## src/rtl/gpio_cfg_pkg.sv

```systemverilog
// Purpose: shared constants, FSM state type and config-word field map for the GPIO config chain.
// Latency: n/a (declarations only).
// Backpressure: n/a.
package gpio_cfg_pkg;

  // Width of one GPIO control block word; matches the tie-cell defaults block.
  localparam int CFG_W        = 10;
  localparam int NUM_GPIO_DEF = 19;

  // Counter widths: bits remaining (0..CFG_W) and half-period / load cycles (CLK_DIV <= 15).
  localparam int BIT_CNT_W = $clog2(CFG_W + 1);
  localparam int DIV_W     = 4;

  typedef enum logic [2:0] {
    ST_IDLE    = 3'd0,
    ST_FETCH   = 3'd1,
    ST_CAPTURE = 3'd2,
    ST_SHIFT   = 3'd3,
    ST_LOAD    = 3'd4,
    ST_DONE    = 3'd5
  } state_t;

  // Field positions inside a config word, shared with the GPIO control block.
  // The word holds eight single-bit controls plus dm[1:0]; dm[2] is fixed by the
  // control block's own tie default and is not carried on the chain.
  localparam int CFG_MGMT_ENA    = 0;
  localparam int CFG_OE_OVR      = 1;
  localparam int CFG_HOLD_OVR    = 2;
  localparam int CFG_INP_DIS     = 3;
  localparam int CFG_IB_MODE_SEL = 4;
  localparam int CFG_ANALOG_ENA  = 5;
  localparam int CFG_ANALOG_SEL  = 6;
  localparam int CFG_ANALOG_POL  = 7;
  localparam int CFG_DM_LSB      = 8;
  localparam int CFG_DM_MSB      = 9;

endpackage

```

## src/rtl/gpio_cfg_serial_loader_sclk_gen.sv

```systemverilog
// Purpose: serial_clock generator; low then high for CLK_DIV cycles each, with rise/fall strobes.
// Latency: clock starts low on the first enabled cycle; strobes mark the cycle before each edge.
// Backpressure: none; disabling forces the clock low and restarts the phase.
module gpio_cfg_sclk_gen
  import gpio_cfg_pkg::*;
#(
  parameter int CLK_DIV = 2
) (
  input  logic clk,
  input  logic rst,
  input  logic en,
  output logic sclk,
  output logic rise,
  output logic fall
);

  logic [DIV_W-1:0] cnt_q, cnt_d;
  logic             phase_q, phase_d;
  logic             last;

  // Next half-period count and phase; strobes fire on the last cycle of a phase.
  always_comb begin
    cnt_d   = cnt_q;
    phase_d = phase_q;
    rise    = 1'b0;
    fall    = 1'b0;
    last    = (cnt_q == DIV_W'(CLK_DIV - 1));
    if (!en) begin
      cnt_d   = '0;
      phase_d = 1'b0;
    end else if (last) begin
      cnt_d   = '0;
      phase_d = ~phase_q;
      rise    = ~phase_q;
      fall    = phase_q;
    end else begin
      cnt_d = cnt_q + DIV_W'(1);
    end
  end

  // Counter and phase registers.
  always_ff @(posedge clk) begin
    if (rst) begin
      cnt_q   <= '0;
      phase_q <= 1'b0;
    end else begin
      cnt_q   <= cnt_d;
      phase_q <= phase_d;
    end
  end

  assign sclk = phase_q;

endmodule

```

## src/rtl/gpio_cfg_serial_loader.sv

```systemverilog
// Purpose: fetches per-GPIO config words and shifts them out on two serial chains, then pulses load.
// Latency: busy for NUM_GPIO*(2+2*CLK_DIV*CFG_W)+CLK_DIV cycles after xfer_start; done pulses next.
// Backpressure: none; xfer_start is ignored (not queued) while busy or in the done cycle.
module gpio_cfg_serial_loader
  import gpio_cfg_pkg::*;
#(
  parameter int NUM_GPIO = NUM_GPIO_DEF,
  parameter int CLK_DIV  = 2,
  parameter int IDX_W    = 5
) (
  input  logic             wb_clk_i,
  input  logic             wb_rst_i,
  input  logic             xfer_start,
  output logic             busy,
  output logic             done,
  output logic             cfg_rd,
  output logic [IDX_W-1:0] cfg_idx,
  input  logic [CFG_W-1:0] cfg_data_1,
  input  logic [CFG_W-1:0] cfg_data_2,
  output logic             serial_clock,
  output logic             serial_load,
  output logic             serial_resetn,
  output logic             serial_data_1,
  output logic             serial_data_2
);

  state_t               state_q, state_d;
  logic [IDX_W-1:0]     idx_q, idx_d;
  logic [CFG_W-1:0]     sh1_q, sh1_d;
  logic [CFG_W-1:0]     sh2_q, sh2_d;
  logic [BIT_CNT_W-1:0] bits_q, bits_d;
  logic [DIV_W-1:0]     ld_cnt_q, ld_cnt_d;
  logic                 busy_q, busy_d;
  logic                 done_q, done_d;
  logic                 rd_q, rd_d;
  logic                 load_q, load_d;
  logic                 sd1_q, sd1_d;
  logic                 sd2_q, sd2_d;
  logic                 resetn_q;
  logic                 sclk_rise, sclk_fall;

  // The bit clock only runs while shifting, so it is low in every other state.
  gpio_cfg_sclk_gen #(.CLK_DIV(CLK_DIV)) u_sclk_gen (
    .clk  (wb_clk_i),
    .rst  (wb_rst_i),
    .en   (state_q == ST_SHIFT),
    .sclk (serial_clock),
    .rise (sclk_rise),
    .fall (sclk_fall)
  );

  // Sequencer next state; outputs are decoded from the next state so they register in step with it.
  always_comb begin
    state_d  = state_q;
    idx_d    = idx_q;
    sh1_d    = sh1_q;
    sh2_d    = sh2_q;
    bits_d   = bits_q;
    ld_cnt_d = ld_cnt_q;
    unique case (state_q)
      ST_IDLE: begin
        if (xfer_start) begin
          state_d = ST_FETCH;
          // Farthest block first: its word has to travel the whole chain.
          idx_d   = IDX_W'(NUM_GPIO - 1);
        end
      end
      ST_FETCH: state_d = ST_CAPTURE;
      ST_CAPTURE: begin
        sh1_d   = cfg_data_1;
        sh2_d   = cfg_data_2;
        bits_d  = BIT_CNT_W'(CFG_W);
        state_d = ST_SHIFT;
      end
      ST_SHIFT: begin
        // bits_q counts bits not yet sampled downstream; it drops on each rising edge.
        if (sclk_rise) begin
          bits_d = bits_q - BIT_CNT_W'(1);
        end
        if (sclk_fall) begin
          sh1_d = {sh1_q[CFG_W-2:0], 1'b0};
          sh2_d = {sh2_q[CFG_W-2:0], 1'b0};
          if (bits_q == '0) begin
            if (idx_q != '0) begin
              idx_d   = idx_q - IDX_W'(1);
              state_d = ST_FETCH;
            end else begin
              ld_cnt_d = '0;
              state_d  = ST_LOAD;
            end
          end
        end
      end
      ST_LOAD: begin
        if (ld_cnt_q == DIV_W'(CLK_DIV - 1)) begin
          idx_d   = '0;
          state_d = ST_DONE;
        end else begin
          ld_cnt_d = ld_cnt_q + DIV_W'(1);
        end
      end
      ST_DONE: begin
        idx_d   = '0;
        state_d = ST_IDLE;
      end
      default: state_d = ST_IDLE;
    endcase

    busy_d = (state_d == ST_FETCH) || (state_d == ST_CAPTURE) ||
             (state_d == ST_SHIFT) || (state_d == ST_LOAD);
    done_d = (state_d == ST_DONE);
    rd_d   = (state_d == ST_FETCH);
    load_d = (state_d == ST_LOAD);
    // Data follows the shift-register MSB while shifting, parks at 0 when idle, else holds.
    if (state_d == ST_SHIFT) begin
      sd1_d = sh1_d[CFG_W-1];
      sd2_d = sh2_d[CFG_W-1];
    end else if ((state_d == ST_DONE) || (state_d == ST_IDLE)) begin
      sd1_d = 1'b0;
      sd2_d = 1'b0;
    end else begin
      sd1_d = sd1_q;
      sd2_d = sd2_q;
    end
  end

  // State and registered outputs; reset also holds the chains in their default state.
  always_ff @(posedge wb_clk_i) begin
    if (wb_rst_i) begin
      state_q  <= ST_IDLE;
      idx_q    <= '0;
      sh1_q    <= '0;
      sh2_q    <= '0;
      bits_q   <= '0;
      ld_cnt_q <= '0;
      busy_q   <= 1'b0;
      done_q   <= 1'b0;
      rd_q     <= 1'b0;
      load_q   <= 1'b0;
      sd1_q    <= 1'b0;
      sd2_q    <= 1'b0;
      resetn_q <= 1'b0;
    end else begin
      state_q  <= state_d;
      idx_q    <= idx_d;
      sh1_q    <= sh1_d;
      sh2_q    <= sh2_d;
      bits_q   <= bits_d;
      ld_cnt_q <= ld_cnt_d;
      busy_q   <= busy_d;
      done_q   <= done_d;
      rd_q     <= rd_d;
      load_q   <= load_d;
      sd1_q    <= sd1_d;
      sd2_q    <= sd2_d;
      resetn_q <= 1'b1;
    end
  end

  assign busy          = busy_q;
  assign done          = done_q;
  assign cfg_rd        = rd_q;
  assign cfg_idx       = idx_q;
  assign serial_load   = load_q;
  assign serial_resetn = resetn_q;
  assign serial_data_1 = sd1_q;
  assign serial_data_2 = sd2_q;

endmodule

```

## config.mk

```make
export PLATFORM = sky130hd
export DESIGN_NAME = gpio_cfg_serial_loader
export DESIGN_NICKNAME = d
export VERILOG_FILES = /design/src/rtl/gpio_cfg_pkg.sv /design/src/rtl/gpio_cfg_serial_loader_sclk_gen.sv /design/src/rtl/gpio_cfg_serial_loader.sv
export SDC_FILE = /design/constraint.sdc
export NUM_CORES = 1
export LEC_CHECK = 0
export CAP_MARGIN = 15
export CORE_ASPECT_RATIO = 0.6
export CORE_MARGIN = 1
export CORE_UTILIZATION = 57
export CTS_BUF_LIST = sky130_fd_sc_hd__clkbuf_4 sky130_fd_sc_hd__clkbuf_8 sky130_fd_sc_hd__clkbuf_16
export DETAILED_ROUTE_END_ITERATION = 12
export PLACE_DENSITY = 0.88
export REMOVE_ABC_BUFFERS = 1
export SLEW_MARGIN = 20
export SYNTH_ARGS = -nofsm -noshare
export SYNTH_HDL_FRONTEND = slang
export SYNTH_SLANG_ARGS = --single-unit
```

## constraint.sdc

```tcl
create_clock -name wb_clk_i -period 5.13 [get_ports wb_clk_i]
set_input_delay 1.539 -clock wb_clk_i [delete_from_list [all_inputs] [get_ports wb_clk_i]]
set_output_delay 1.539 -clock wb_clk_i [all_outputs]
set_load 0.01 [all_outputs]
```

==> impl_metrics.toml <==
[critical_path]
cp.arrival_ns = 3.17
critPathKind = "primary input to flip-flop"
crit_path_start_kind = "primary input"
end_kind = "flip-flop"
critPathMaxFanout = 7
regToRegSetupSlack_ns = 2.67
worst-endpoint-required_ns = 5.36

[layout]
multi_input_area_um2 = 1232
finish.utilization_pct = 73.58
area_delta_synth_final_pct = 20.13
seq_area_um2 = 960.9
diodes = 0
fillerInstances = 298
drive_gt1_share_pct = 7.477
nNetsFinal = 351

[routing]
drcViolationCount = 4
vias = 2054
routedWlPerCell_um = 13.41
ant_nets = 0
drt_iter0_drc = 113
via_per_inst = 5.582
routed_wl_mm = 4.935
dr.pass1.iters = 8

[global_route]
grt_max_degree = 35
grt_pass1_wl_mm = 8.424
grt_usage_pct = 24.57
grt_pass1_vias = 1918
antenna_found_initial = 0
grt-ovfl-total = 0

[die]
core_area_um2 = 3765
io_pins = 36
die_y_um = 51.27
start_util_pct = 61.25
die_area_um2 = 4313
fp-row-count = 17
die_w_um = 84.12

[clock_network]
clkTransAtPathRegs_ns = 0.08
post-cts-setup-buffer-count = 0
htreeDepth = 2
cts_tree = "yes"
cts-root-buf = "clkbuf_8"
cts_resized = 0
clkLatencyLatePin_ns = 0.31
cts.path.max_buffers = 2
cts_sinks = 48
hold_buffers = 0
cts_buffers = 5

[synth]
synth_flop_cell = "dfxtp_1"
synth_area_um2 = 2306
synth-xor-area-share_pct = 1.519
yosysSeqAreaShare_pct = 41.67
syn_inst = 290
synthAdderAreaFrac_pct = 4.341
synth.area.mux_share_pct = 1.899
async_flop_share_pct = 0
synth_top_family_by_area = "simple AND/OR/NAND/NOR gates"
synth-simple-area-share_pct = 26.37
yosysWarningCount = 0
ys_ff_latch = 48
synth_compound_area_share_pct = 19.32
synth-edff-count = 0
ys_types = 52
avgSynthCellArea_um2 = 7.952

[power]
vdd_drop_max_uv = 178.5
leakage_nw = 1.078
power.density_nw_per_um2 = 283.6

[sta]
drv_slew = 0
finalHoldViolCount = 0
min_period_ns = 2.936
rsz0062_at_grt = "false"
period_share_pct = 57.24
setup_viol = 0
worst_slew_pin_slew_ns = 0.8735
setup_tns_ns = 0
finalClockSkew_ns = 0.01262
timing.fmax_ghz = 0.3405
relSlewSlack_pct = 41.77

[hold_path]
hp-class = "flip-flop to flip-flop"

[outcome]
violations = "design-rule violations"
outcome = "finished, violations left"

[run]
cap_violations = 0

[place]
dp_hpwl_mm = 3.498
gp_congestion = 0.8465
io_buffers = 35
[metrics by stage]
stage	cells	hold slack [ns]	power, mW	worst slack (ns)	instance area [um2]
3_5_place_dp	360	0.4717	0.5628	1.893	2678
3_3_place_gp	360	0.4546	0.5575	1.937	2678
4_1_cts	368	0.4902	0.7853	2.208	2770
2_1_floorplan	274	0.4336	0.5056	2.458	2238
6_report	368	0.4861	0.7856	2.194	2770
5_1_grt	368	0.5199	0.8215	2.121	2770
[layer usage]
metal  GRT usage (%)  routed length (um)  vias up
met5               0                   0        -
met4           6.609                  23        0
met3           5.654                 214        4
met2           41.26                2230       47
met1           32.20                2467      941
li1                -                   -     1062
[cell families (layout without fill, tap and decap cells)]
logic type / count (synthesis) / count (layout)
multiplexers: 4 / 4
flip-flops: 48 / 48
adder cells (fa/ha/maj): 8 / 8
buffers and inverters: 28 / 59
AO/OA/AOI/OAI: 71 / 71
AND/OR/NAND/NOR: 127 / 127
XOR/XNOR: 4 / 4
[critical path, cell delays in order]
cell             delay [ns]
clkdlybuf4s50_1        0.49
nor2b_1                0.13
nor3_1                 0.08
o32a_2                 0.41
or3_1                  0.39
a21oi_1                0.12
[layout make-up]
cell class	instances	share of cell area (%)
repair buffers	39	13.73
flip-flops and latches	48	34.69
clock buffers	5	2.484
clock inverters	3	0.8582
well taps	47	2.123
inverters	12	1.626
multi-input cells	214	44.49
[sequential cells by signal, indices dropped and copies added, names as in the netlist]
register          cells
sh1_q                10
sh2_q                10
cfg_idx               5
bits_q                4
ld_cnt_q              4
u_sclk_gen.cnt_q      4
state_q               3
busy                  1
cfg_rd                1
done                  1
serial_data_1         1
serial_data_2         1
serial_load           1
serial_resetn         1
u_sclk_gen.sclk       1
[power by group]
group          internal (mW)  total, mW  switching (mW)
Sequential             0.396      0.414          0.0185
Combinational         0.0695      0.142          0.0722
Clock                 0.0967      0.230           0.133
Total                  0.562      0.786           0.224
[path summary, 6_finish.rpt]
path,start,endpoint,depth (start not counted)
setup / recovery,xfer_start,cfg_idx[4],6
hold / removal,u_sclk_gen.cnt_q[0],u_sclk_gen.cnt_q[0],1
setup reg to reg,state_q[0],ld_cnt_q[1],6
hold reg to reg,u_sclk_gen.cnt_q[0],u_sclk_gen.cnt_q[0],1
[Yosys cell counts, drive strengths merged, types with 2 or more instances]
master | n | area share, %
a21boi | 2 | 0.81
a22oi | 2 | 0.65
mux2 | 3 | 1.5
nand2 | 17 | 2.8
or3 | 4 | 1.1
ha | 8 | 4.3
inv | 12 | 2.0
nand3 | 2 | 0.43
nor2 | 69 | 11
a31oi | 3 | 0.81
xnor2 | 3 | 1.1
o21bai | 2 | 0.65
nor3 | 9 | 2.0
or4b | 2 | 1.0
nor3b | 2 | 0.65
o21ai | 5 | 1.1
o22ai | 16 | 4.3
nand3b | 2 | 0.81
clkbuf | 9 | 1.5
a21oi | 29 | 6.5
nor4 | 2 | 0.54
buf | 7 | 1.4
nor2b | 4 | 1.1
nand2b | 3 | 0.81
and2 | 3 | 0.81
or2 | 2 | 0.54
dfxtp | 48 | 42
a311oi | 4 | 1.5
[cells in the final DEF (no fill, tap or decap), types with 3 or more instances in the layout]
cell | netlist | final
ha_1 | 8 | 8
clkdlybuf4s50_1 | 0 | 35
inv_1 | 12 | 12
buf_4 | 0 | 4
o21ai_0 | 5 | 5
mux2_2 | 3 | 3
nor2_1 | 68 | 68
o22ai_1 | 16 | 16
a31oi_1 | 3 | 3
nor3_1 | 9 | 9
or3_1 | 4 | 4
xnor2_1 | 3 | 3
a21oi_1 | 28 | 28
nor2b_1 | 4 | 4
and2_1 | 3 | 3
nand2_1 | 17 | 17
nand2b_1 | 3 | 3
clkbuf_8 | 0 | 5
dfxtp_1 | 48 | 48
a311oi_1 | 4 | 4
(Power assumes the default switching activity.)
